`config.mk`:
```
export PLATFORM = sky130hd
export DESIGN_NAME = rr_bit_arbiter_flat
export DESIGN_NICKNAME = d
export VERILOG_FILES = /design/src/rtl/rr_bit_arbiter_if.sv /design/src/rtl/rr_bit_arbiter.sv /design/src/flat_wrapper.sv
export SDC_FILE = /design/constraint.sdc
export NUM_CORES = 1
export LEC_CHECK = 0
export ABC_AREA = 1
export CORE_MARGIN = 5
export CORE_UTILIZATION = 45
export CTS_CLUSTER_SIZE = 30
export DETAILED_ROUTE_END_ITERATION = 10
export PLACE_DENSITY = 0.71
export SYNTH_ARGS = -nofsm -noshare
export SYNTH_HDL_FRONTEND = slang
export SYNTH_SLANG_ARGS = --single-unit
```
`constraint.sdc`:
```
create_clock -name clk -period 12.26 [get_ports clk]
set_clock_uncertainty 0.05 [all_clocks]
set_input_delay 2.452 -clock clk [delete_from_list [all_inputs] [get_ports clk]]
set_output_delay 2.452 -clock clk [all_outputs]
set_load 0.01 [all_outputs]
```
`src/rtl/rr_bit_arbiter_if.sv`:
```
// rr_bit_arbiter_if: request/grant bundle between requesters and the round-robin arbiter
//   req/done      requester -> arbiter (request vector, owner release)
//   grant/grant_id/grant_valid/timeout  arbiter -> requesters
interface rr_bit_arbiter_if #(
  parameter int N   = 32,
  parameter int IDW = 6
);
  logic [N-1:0]   req;
  logic           done;
  logic [N-1:0]   grant;
  logic [IDW-1:0] grant_id;
  logic           grant_valid;
  logic           timeout;
  modport master (output req, done, input grant, grant_id, grant_valid, timeout);
  modport slave  (input req, done, output grant, grant_id, grant_valid, timeout);
endinterface

```
`src/rtl/rr_bit_arbiter.sv`:
```
// rr_bit_arbiter: round-robin arbiter, one registered grant held until done (optional forced release under ARB_TIMEOUT_EN)
//   clk, reset  clock and synchronous active-high reset
//   bus         rr_bit_arbiter_if slave: req/done in, grant/grant_id/grant_valid/timeout out
module rr_bit_arbiter #(
  parameter int N        = 32,
  parameter int IDW      = 6,
  parameter int MAX_HOLD = 16
) (
  input logic clk,
  input logic reset,
  rr_bit_arbiter_if.slave bus
);
  typedef enum logic {IDLE, GRANT} state_t;
  state_t         state_q, state_d;
  logic [IDW-1:0] ptr_q, ptr_d, id_q, id_d, win;
  logic [N-1:0]   grant_q, grant_d;
  logic           tmo_q, tmo_d, hit, found;
`ifdef ARB_TIMEOUT_EN
  localparam int CW = $clog2(MAX_HOLD + 1);
  logic [CW-1:0] cnt_q, cnt_d;
  // hold limit hits on the edge that would complete MAX_HOLD grant cycles
  assign cnt_d = (state_q == GRANT) ? cnt_q + CW'(1) : '0;
  assign hit   = (state_q == GRANT) && (cnt_q == CW'(MAX_HOLD - 1));
  always_ff @(posedge clk)
    if (reset) cnt_q <= '0;
    else cnt_q <= cnt_d;
`else
  logic unused_hold;
  assign unused_hold = (MAX_HOLD > 0);
  assign hit = 1'b0;
`endif
  // wrap-around first-set search: pass k<N accepts only idx>=ptr, pass k>=N accepts any idx
  always_comb begin
    win   = '0;
    found = 1'b0;
    for (int k = 0; k < 2 * N; k++) begin
      if (!found && bus.req[k % N] && (k >= N || (k % N) >= int'(ptr_q))) begin
        win   = IDW'(k % N);
        found = 1'b1;
      end
    end
  end
  always_comb begin
    state_d = state_q;
    ptr_d   = ptr_q;
    id_d    = id_q;
    grant_d = grant_q;
    tmo_d   = 1'b0;
    if (state_q == IDLE && found) begin
      state_d = GRANT;
      id_d    = win;
      grant_d = N'(1) << win;
    end else if (state_q == GRANT && (bus.done || hit)) begin
      state_d = IDLE;
      id_d    = IDW'(N);
      grant_d = '0;
      ptr_d   = (id_q == IDW'(N - 1)) ? '0 : id_q + IDW'(1);
      tmo_d   = !bus.done;
    end
  end
  always_ff @(posedge clk)
    if (reset) begin
      state_q <= IDLE;
      ptr_q   <= '0;
      id_q    <= IDW'(N);
      grant_q <= '0;
      tmo_q   <= 1'b0;
    end else begin
      state_q <= state_d;
      ptr_q   <= ptr_d;
      id_q    <= id_d;
      grant_q <= grant_d;
      tmo_q   <= tmo_d;
    end
  assign bus.grant       = grant_q;
  assign bus.grant_id    = id_q;
  assign bus.grant_valid = (state_q == GRANT);
  assign bus.timeout     = tmo_q;
endmodule

```
`src/flat_wrapper.sv`:
```
// flat-port wrapper written by rule: the top's interface ports become plain ports
module rr_bit_arbiter_flat 
#(
  parameter int N        = 32,
  parameter int IDW      = 6,
  parameter int MAX_HOLD = 16
)
  (clk, reset, bus_req, bus_done, bus_grant, bus_grant_id, bus_grant_valid, bus_timeout);
  rr_bit_arbiter_if #(.N(N), .IDW(IDW)) bus_i ();
  input logic clk;
  input logic reset;
  input wire logic [$bits(bus_i.req)-1:0] bus_req;
  input wire logic [$bits(bus_i.done)-1:0] bus_done;
  output wire logic [$bits(bus_i.grant)-1:0] bus_grant;
  output wire logic [$bits(bus_i.grant_id)-1:0] bus_grant_id;
  output wire logic [$bits(bus_i.grant_valid)-1:0] bus_grant_valid;
  output wire logic [$bits(bus_i.timeout)-1:0] bus_timeout;
  assign bus_i.req = bus_req;
  assign bus_i.done = bus_done;
  assign bus_grant = bus_i.grant;
  assign bus_grant_id = bus_i.grant_id;
  assign bus_grant_valid = bus_i.grant_valid;
  assign bus_timeout = bus_i.timeout;
  rr_bit_arbiter #(.N(N), .IDW(IDW), .MAX_HOLD(MAX_HOLD)) u_core (.clk(clk), .reset(reset), .bus(bus_i));
endmodule
```
## Word-level counts from Yosys, hierarchy flattened

Index checks and enable logic that the tools add are counted.

- Register bits after elaboration: 46
- Bits in latches: 0
- RAM bits: 0
- Bits in read-only memories: 0
- Bits of input ports: 35
- Word-level logic and storage cells: 341
- Memories kept: 0

- $add $sub $neg: 1
- Multipliers: 0
- Div/mod/pow operators: 0
- Magnitude comparators: 32
- Equal/unequal tests: 1
- Shift-type cells: 1
- Muxes and demuxes: 134
- Bitwise logic cells: 3
- Reduce and logical (&&, ||, !) cells: 164

Operators by type and width:

| cell | number |
|---|---|
| 6-bit 2-to-1 mux | 65 |
| 1-bit logical AND | 97 |
| 5-bit by 6-bit >= comparator with 1-bit output (first input constant) | 16 |
| 1-bit 2-to-1 mux | 67 |
| 1-bit zero test | 64 |
| 32-bit 2-to-1 mux | 2 |
| 4-bit by 6-bit >= comparator with 1-bit output (first input constant) | 8 |
| 1-bit by 6-bit left shift with 32-bit output (first input constant) | 1 |
| 3-bit by 6-bit >= comparator with 1-bit output (first input constant) | 4 |
| 1-bit by 6-bit >= comparator with 1-bit output (first input constant) | 2 |
| 2-bit by 6-bit >= comparator with 1-bit output (first input constant) | 2 |
| 6-bit by 1-bit adder with 6-bit output (second input constant) | 1 |
| 6-bit by 5-bit equality test with 1-bit output (second input constant) | 1 |
| 1-bit NOT | 3 |
| 3-bit OR reduction | 1 |
| 2-bit AND reduction | 1 |
| 2-bit nonzero test | 1 |

## Logic depth before layout (Yosys ltp)

Gate-level depths: netlist of run 1.

- Word-level depth: 226
- Gate-level depth with buffers: 45
- Mapped depth without buffers: 44

## Worst setup path after synthesis of run 1

Ideal clock, no wire load.

- Path kind: input -> register
- Start: input port bus_req[1]
- End: register u_core.grant_q[10], in the netlist u_core.bus.grant[10]
- Library setup time: 0.070 ns
- Arrival time: 6.612 ns
- Path slack: 5.528 ns
- Stages on the path: 42
- Path buffers: 1
- Cells stage by stage: inv_1 nor2_1 nand2_2 nand2_2 nor2_2 nand4_2 nor2_2 nand4_2 nor2_1 nand4_1 nor2_2 nand3_1 a21oi_2 nand3_2 nor2_2 nand4_2 nor2_2 nand4_1 [6 not listed] nor2_2 nand4_2 nor2_2 nand4_2 nor2_2 nand4_1 nor2_2 nand4_2 nor2_2 nand3_2 nor2_4 nand4_2 nand2_2 inv_2 nor2_8 buf_12 nand2_1 a21oi_2

- Word-level cells in the longest chain between the ends: 221
- Elaborated cells on any way between the ends: 286

Ends and longest elaborated chain:

| element | line | text |
|---|---|---|
| from (decl) | flat_wrapper.sv:12 | `input wire logic [$bits(bus_i.req)-1:0] bus_req;` |
| 1-bit logical AND (2 in series) | rr_bit_arbiter.sv:37 | `if (!found && bus.req[k % N] && (k >= N \|\| (k % N) >= int'(ptr_q))) begin` |
| 1-bit 2-to-1 mux | rr_bit_arbiter.sv:37 |  |
| 1-bit zero test | rr_bit_arbiter.sv:37 |  |
| 1-bit logical AND (2 in series) | rr_bit_arbiter.sv:37 |  |
| 1-bit 2-to-1 mux | rr_bit_arbiter.sv:37 |  |
| 1-bit zero test | rr_bit_arbiter.sv:37 |  |
| 1-bit logical AND (2 in series) | rr_bit_arbiter.sv:37 |  |
| 1-bit 2-to-1 mux | rr_bit_arbiter.sv:37 |  |
| [202 not listed] | n/a |  |
| 1-bit zero test | rr_bit_arbiter.sv:37 |  |
| 1-bit logical AND | rr_bit_arbiter.sv:37 |  |
| 1-bit 2-to-1 mux | rr_bit_arbiter.sv:37 |  |
| 1-bit zero test | rr_bit_arbiter.sv:37 |  |
| 1-bit logical AND | rr_bit_arbiter.sv:37 |  |
| 6-bit 2-to-1 mux or 1-bit 2-to-1 mux (tied branches) | rr_bit_arbiter.sv:37 |  |
| 1-bit by 6-bit left shift with 32-bit output or 1-bit logical AND (tied branches) | rr_bit_arbiter.sv:52, rr_bit_arbiter.sv:49 |  |
| 32-bit 2-to-1 mux or 2-bit nonzero test (tied branches) | n/a |  |
| to (signal assigned) | rr_bit_arbiter.sv:72 | `grant_q <= grant_d;` |
| to (decl) | rr_bit_arbiter.sv:16 | `logic [N-1:0] grant_q, grant_d;` |

Several ways; a longest one is shown, not always the timed one.
A chain may end at the register's enable or synchronous reset.

## Final worst setup path of run 1

- Start: input port bus_req[3]
- End: register u_core.grant_q[5], in the netlist u_core.bus.grant[5]

- Word-level cells in the longest chain between the ends: 213
- Elaborated cells on any way between the ends: 276

Ends and longest elaborated chain:

| element | line |
|---|---|
| 1-bit logical AND (2 in series) | rr_bit_arbiter.sv:37 |
| 1-bit 2-to-1 mux | rr_bit_arbiter.sv:37 |
| 1-bit zero test | rr_bit_arbiter.sv:37 |
| 1-bit logical AND (2 in series) | rr_bit_arbiter.sv:37 |
| 1-bit 2-to-1 mux | rr_bit_arbiter.sv:37 |
| 1-bit zero test | rr_bit_arbiter.sv:37 |
| 1-bit logical AND (2 in series) | rr_bit_arbiter.sv:37 |
| 1-bit 2-to-1 mux | rr_bit_arbiter.sv:37 |
| [194 not listed] | n/a |
| 1-bit zero test | rr_bit_arbiter.sv:37 |
| 1-bit logical AND | rr_bit_arbiter.sv:37 |
| 1-bit 2-to-1 mux | rr_bit_arbiter.sv:37 |
| 1-bit zero test | rr_bit_arbiter.sv:37 |
| 1-bit logical AND | rr_bit_arbiter.sv:37 |
| 6-bit 2-to-1 mux or 1-bit 2-to-1 mux (tied branches) | rr_bit_arbiter.sv:37 |
| 1-bit by 6-bit left shift with 32-bit output or 1-bit logical AND (tied branches) | rr_bit_arbiter.sv:52, rr_bit_arbiter.sv:49 |
| 32-bit 2-to-1 mux or 2-bit nonzero test (tied branches) | n/a |

Several ways; a longest one is shown, not always the timed one.

==> reports/qor.csv, run 1 <==
stage,metric,value,unit
logic_synthesis,synthArstFlopShare,0,
flow_run,cap_violations,0,
cts,clock-root-buffer,clkbuf_8,
placed_design,gp_congestion,1.03,
logic_synthesis,synth_top_family_by_area,simple AND/OR/NAND/NOR gates,
timing,finalSetupViolCount,0,
power_and_ir_drop,cellLeakagePower,1.83,nW
power_and_ir_drop,p_int,247,uW
logic_synthesis,synth_flop_cell,dfxtp_1,
final_layout,n_antenna_cell,0,
route,viasPerCell,5.69,
timing,worstMarginPinSlew,0.995,ns
final_layout,layout-drive-gt1-share,0.153,
cts,cts_resized,0,
final_layout,final_cells,747,
logic_synthesis,ys_ff_latch,46,
critical_path,worst_setup_path_start_kind,input port,
grt,grt_pass1_wl,19.8,mm
power_and_ir_drop,seqPwrFrac,0.429,
floorplan,initial_core_util,0.455,
final_layout,mostFrequentLayoutCell,nor2_1,
route,route.antenna.remaining_nets,0,
critical_path,worst_path_max_delay_cell,clkdlybuf4s50_1,
cts,clkTransAtPathRegs,0.08,ns
critical_path,slowest_delay,0.48,ns
grt,antenna_found_initial,0,
timing,drv_slew,0,
critical_path,reg2regPathDepth,38,
power_and_ir_drop,power_density,79.8,mW/mm2
logic_synthesis,synth-compound-area-share,0.174,
hold_path,min_path_type,reg2reg,
cts,clkLatencyLatePin,0.29,ns
critical_path,worst-path-max-fanout,14,
cts,cts_buffers,5,
logic_synthesis,ys_types,42,
floorplan,die-area,0.0101,mm2
logic_synthesis,synth-edff-count,0,
cts,ctsHoldBuffers,0,
critical_path,crit_path_end_kind,flop,
logic_synthesis,synth_adder_area_share,0.00340,
cts,htreeDepth,2,
critical_path,ff2ff_setup_slack,6.01,ns
cts,clock_sinks,46,
logic_synthesis,ys_seq_area_frac,0.250,
critical_path,critPathKind,in2reg,
logic_synthesis,yosys_warnings,0,
final_layout,nNetsFinal,677,
floorplan,core-area,0.00809,mm2
power_and_ir_drop,p_sw_frac,0.326,
grt,grt_pass1_vias,4119,
route,drcViolationCount,0,
floorplan,rows,33,
placed_design,placed_cells,739,
logic_synthesis,synth_fp_nets,607,
critical_path,worstPathRequired,12.43,ns
cts,tritoncts,yes,
grt,grtUsageTotal,0.240,
timing,fin_tns_setup,0,ns
power_and_ir_drop,combPwrFrac,0.267,
placed_design,hpwl,9.34,mm
cts,post_cts_buffers,0,
logic_synthesis,synthMuxAreaShare,0,
route,wl_per_cell,15.8,um
route,dr.pass1.iters,5,
logic_synthesis,syn_avg_cell_area,6.45,um2
placed_design,portBuffers,74,
timing,hold_viol,0,
route,wl,11.8,mm
critical_path,arrival,8.49,ns
critical_path,crit_buf_inv,3,
critical_path,regToRegEndpoint,u_core.bus.grant[5],
logic_synthesis,synth-xor-area-share,0.00476,
critical_path,crit_cells,40,
timing,grt_setup_unrepaired,no,
timing,whs,0.412,ns
timing,fmax,0.120,GHz
critical_path,startpoint,bus_req[3],
power_and_ir_drop,p_clk_frac,0.304,
logic_synthesis,syn_area,0.00368,mm2
timing,period_needed,8.32,ns
power_and_ir_drop,vdd_drop_max,0.0541,mV
final_layout,final_cell_mix,"nor2_1 (88), inv_1 (77), clkdlybuf4s50_1 (74)",
floorplan,pin_count,75,
floorplan,fp.dieH,100,um
grt,grt_max_degree,30,
logic_synthesis,yosys.area_share.simple,0.454,
outcome,status,"complete, no violations",
logic_synthesis,syn_inst,571,
grt,grt_overflow,0,
critical_path,critPathCapture,u_core.bus.grant[5],
timing,relSlewSlack,0.334,
critical_path,cp_top_family,simple AND/OR/NAND/NOR gates,
critical_path,cpMostUsedCell,nor2_2,
cts,cts_buffer_depth,2,
power_and_ir_drop,p_sw,119,uW
final_layout,area_growth,24.6,%
timing,fin_crit_sh,0.678,
route,vias,4253,
critical_path,rr_startpoint,u_core.ptr_q[0],
route,initialDrtViolationCount,310,
floorplan,dieWidth,100,um
-- kinds of logic (layout without fill, tap and decap cells) --
logic type,count (synthesis),after routing
xor gates and xnor gates,2,2
buffers and inverters,100,171
AOI/OAI and AO/OA,99,99
adders and majority gates,1,1
other,1,1
DFF,46,46
and+or+nand+nor,322,322
-- power groups by stage --
| stage | Clock [mW] | Combinational (mW) | Sequential, mW |
|---|---|---|---|
| 2_1_floorplan | 0 | 0.0582 | 0.160 |
| 3_3_place_gp | 0 | 0.0950 | 0.160 |
| 3_5_place_dp | 0 | 0.0951 | 0.160 |
| 4_1_cts | 0.114 | 0.0957 | 0.157 |
| 5_1_grt | 0.122 | 0.107 | 0.158 |
| 6_report | 0.111 | 0.0976 | 0.157 |
-- through the flow --
stage	util	total power [mW]	instance area, um2	setup WS [ns]
finish	0.567	0.366	4590	3.94
global route	0.567	0.386	4590	3.47
CTS	0.567	0.367	4590	4.06
detailed placement	0.553	0.256	4480	3.81
global placement	0.553	0.255	4480	3.87
floorplan	-	0.219	3680	5.53
-- worst register-to-register path, delay by kind of cell (launching register included) --
family,cells,cell delay (ns)
AOI/OAI and AO/OA,3,0.68
DFF,1,0.46
buffers and inverters,1,0.25
and+or+nand+nor,34,4.78
-- worst min path at each step --
stage / startpoint / endpoint / slack [ns] / cells past startpoint
after global routing: u_core.bus.grant[1] / u_core.bus.grant[1] / 0.44 / 2
after CTS: u_core.bus.grant[26] / u_core.bus.grant[26] / 0.41 / 2
after global placement: u_core.bus.grant[26] / u_core.bus.grant[26] / 0.40 / 2
after floorplan: u_core.bus.grant[29] / u_core.bus.grant[29] / 0.43 / 2
after detailed placement: u_core.bus.grant[26] / u_core.bus.grant[26] / 0.40 / 2
final: u_core.bus.grant[26] / u_core.bus.grant[26] / 0.41 / 2
-- Yosys cell counts, types with 2 or more instances --
| cell | n | area share |
|---|---|---|
| nor2_2 | 18 | 0.031 |
| nor2_4 | 2 | 0.0061 |
| nand2_2 | 26 | 0.044 |
| nor4_1 | 5 | 0.0085 |
| o211ai_1 | 5 | 0.010 |
| nand3_1 | 33 | 0.045 |
| nor2_1 | 88 | 0.090 |
| o21ai_0 | 24 | 0.033 |
| a21oi_2 | 19 | 0.045 |
| nand4_1 | 58 | 0.099 |
| xor2_1 | 2 | 0.0048 |
| nor3_1 | 9 | 0.012 |
| buf_2 | 4 | 0.0054 |
| dfxtp_1 | 46 | 0.25 |
| o41ai_1 | 3 | 0.0071 |
| a211oi_1 | 9 | 0.018 |
| nand4_2 | 9 | 0.031 |
| nand3_2 | 2 | 0.0054 |
| inv_1 | 77 | 0.078 |
| inv_2 | 11 | 0.011 |
| a21oi_1 | 17 | 0.023 |
| nand2_1 | 66 | 0.067 |
| o22ai_1 | 4 | 0.0068 |
| o2111ai_1 | 2 | 0.0048 |
| o21ai_1 | 11 | 0.015 |
| clkbuf_1 | 5 | 0.0051 |
-- routing by layer --
layer | track usage | vias up | wire, um
li1 | - | 2103 | -
met1 | 0.340 | 1955 | 5430
met2 | 0.380 | 174 | 5390
met3 | 0.0381 | 21 | 829
met4 | 0.0601 | 0 | 172
met5 | 0 | - | 0
-- flip-flops by register name, indices dropped and copies added (netlist names) --
register	count
u_core.ptr_q	6
u_core.bus.grant	32
u_core.bus.grant_valid	1
u_core.bus.grant_id	6
u_core.bus.timeout	1
-- final cells by class --
type                       instances  area [um2]
clock buffer                       6        72.6
clock inverter                     2        37.5
fill                             820        3510
inverter                          88         330
multi-input combinational        425        2350
sequential                        46         921
tap                              105         131
timing repair buffer              75         748
No activity file was read; power rests on OpenSTA's default activity.
==> inputs of run 2 (changes only) <==
==> constraint.sdc (replaced) <==
create_clock -name clk -period 8.15 [get_ports clk]
set_clock_uncertainty 0.05 [all_clocks]
set_input_delay 1.63 -clock clk [delete_from_list [all_inputs] [get_ports clk]]
set_output_delay 1.63 -clock clk [all_outputs]
set_load 0.01 [all_outputs]
==> run 2 against run 1 <==
  * Sequential share of layout area increased by 0.077 points
  * Worst hold slack improved by 0.010 ns
  * Combinational power increased by 51%
  * Setup slack got worse by 3.3 ns
  * Via count increased by 0.45%
  * Global-route usage decreased by 0.54 points
  * Clock power increased by 28%
  * Cell count unchanged
  * Critical endpoint unchanged
  * Non-clock buffer count unchanged
  * Critical path type unchanged
  * Clock-buffer cell count decreased by 1
==> reports/qor.csv, run 2 (synthesis results as in run 1) <==
stage,metric,value,unit,change
cts,post_cts_buffers,0,,unchanged
final_layout,n_antenna_cell,0,,unchanged
timing,period_needed,7.49,ns,
critical_path,worst_setup_path_start_kind,input port,,
grt,grt_pass1_vias,4101,,-0.44%
cts,clock_sinks,46,,unchanged
grt,grt_pass1_wl,19.4,mm,-2.1%
floorplan,fp.dieH,100,um,unchanged
floorplan,initial_core_util,0.455,,unchanged
floorplan,core-area,0.00809,mm2,unchanged
timing,hold_viol,0,,unchanged
final_layout,fillers,802,,-2.2%
timing,worstMarginPinSlew,1.04,ns,+0.0411 ns
cts,clkTransAtPathRegs,0.08,ns,about the same
floorplan,rows,33,,unchanged
cts,htreeDepth,2,,unchanged
final_layout,area_growth,24.1,%,
final_layout,mostFrequentLayoutCell,nor2_1,,
final_layout,nNetsFinal,677,,unchanged
grt,grt_max_degree,30,,unchanged
power_and_ir_drop,p_total,525,uW,+43%
cts,cts_resized,0,,unchanged
route,vias,4272,,+0.45%
route,drcViolationCount,0,,unchanged
critical_path,worst-path-max-fanout,14,,unchanged
placed_design,dpl_worst_slack,0.527,ns,-3.28 ns
timing,fin_tns_setup,0,ns,unchanged
route,initialDrtViolationCount,299,,-3.5%
placed_design,place_area,0.00448,mm2,unchanged
cts,cts_buffer_depth,2,,unchanged
outcome,status,"complete, no violations",,
critical_path,worst_path_max_delay_cell,clkdlybuf4s50_1,,
hold_path,min_path_type,reg2reg,,
grt,grtUsageTotal,0.234,,-0.00539
power_and_ir_drop,cellLeakagePower,1.82,nW,-0.58%
critical_path,worstPathRequired,8.32,ns,-4.11 ns
placed_design,hpwl,9.30,mm,-0.43%
timing,fmax,0.133,GHz,
critical_path,slowest_delay,0.47,ns,about the same
timing,drv_slew,0,,unchanged
cts,clkLatencyLatePin,0.29,ns,about the same
timing,finalSetupViolCount,0,,unchanged
floorplan,die-area,0.0101,mm2,unchanged
cts,clock-root-buffer,clkbuf_8,,
critical_path,crit_path_end_kind,flop,,
power_and_ir_drop,vdd_drop_max,0.0942,mV,+74%
timing,grt_setup_unrepaired,no,,
route,wl,11.8,mm,-0.19%
route,route.antenna.remaining_nets,0,,unchanged
cts,cts_buffers,5,,unchanged
cts,ctsHoldBuffers,0,,unchanged
route,dr.pass1.iters,5,,unchanged
grt,antenna_found_initial,0,,unchanged
placed_design,gp_congestion,1.03,,about the same
timing,worst_slack,0.655,ns,-3.29 ns
floorplan,dieWidth,100,um,unchanged
hold_path,min_path_cells,2,,unchanged
critical_path,arrival,7.67,ns,-0.82 ns
route,wl_per_cell,15.8,um,-0.19%
placed_design,portBuffers,74,,unchanged
timing,relSlewSlack,0.307,,-0.0275
timing,fin_crit_sh,0.920,,
grt,grt_overflow,0,,unchanged
critical_path,critPathKind,in2reg,,
final_layout,largest_reg_flops,32,,unchanged
final_layout,postLayoutCellArea,0.00457,mm2,-0.38%
floorplan,pin_count,75,,unchanged
timing,whs,0.422,ns,+0.0104 ns
final_layout,layout-drive-gt1-share,0.154,,+0.00156
route,viasPerCell,5.72,,+0.45%
power_and_ir_drop,power_density,115,mW/mm2,+44%
critical_path,reg2regPathDepth,38,,unchanged
cts,tritoncts,yes,,
final_layout,final_cell_mix,"nor2_1 (88), inv_1 (77), clkdlybuf4s50_1 (74)",,
flow_run,cap_violations,0,,unchanged
critical_path,cpMostUsedCell,nor2_2,,
run 2: changes by cell type in the layout (fill, tap and decap cells not counted):
cell        previous run  this run
bufinv_16              1         0
clkbuf_1               1         0
clkinvlp_4             1         2
inv_6                  0         1
run 2: stage by stage:
step / util / std cells
finish: 0.565 / 747
global route: 0.565 / 747
CTS: 0.565 / 747
detailed placement: 0.553 / 739
global placement: 0.553 / 739
floorplan: - / 571
run 2: metal layers:
metal,GRT usage,share of wire
met1,0.318,0.45
met2,0.380,0.45
met3,0.0457,0.078
met4,0.0632,0.015
met5,0,0
run 2: power by group:
group	switching [mW]	total (mW)	internal, mW
combinational	0.0975	0.147	0.0494
clock	0.0807	0.142	0.0614
sequential	0.00624	0.236	0.230
total	0.184	0.525	0.341
run 2: path summary, 6_finish.rpt:
path | slack (ns) | from | to
hold reg to reg | 0.42 | u_core.bus.grant[30] | u_core.bus.grant[30]
hold / removal | 0.42 | u_core.bus.grant[30] | u_core.bus.grant[30]
setup / recovery | 0.66 | bus_req[3] | u_core.bus.grant[5]
setup reg to reg | 1.83 | u_core.ptr_q[0] | u_core.bus.grant[5]
run 2: layout make-up:
cell class | count | area (um2) | share of cell area
Clock inverter | 3 | 23.8 | 0.00520
Inverter | 88 | 330 | 0.0723
Timing Repair Buffer | 75 | 748 | 0.164
Sequential cell | 46 | 921 | 0.202
Clock buffer | 5 | 68.8 | 0.0151
Multi-Input combinational cell | 425 | 2350 | 0.513
Tap cell | 105 | 131 | 0.0288
run 2: critical path, delay by kind of cell:
| family | cells | cell delay (ns) |
|---|---|---|
| AOI/OAI and AO/OA | 3 | 0.50 |
| buffers and inverters | 3 | 0.90 |
| and+or+nand+nor | 34 | 4.63 |
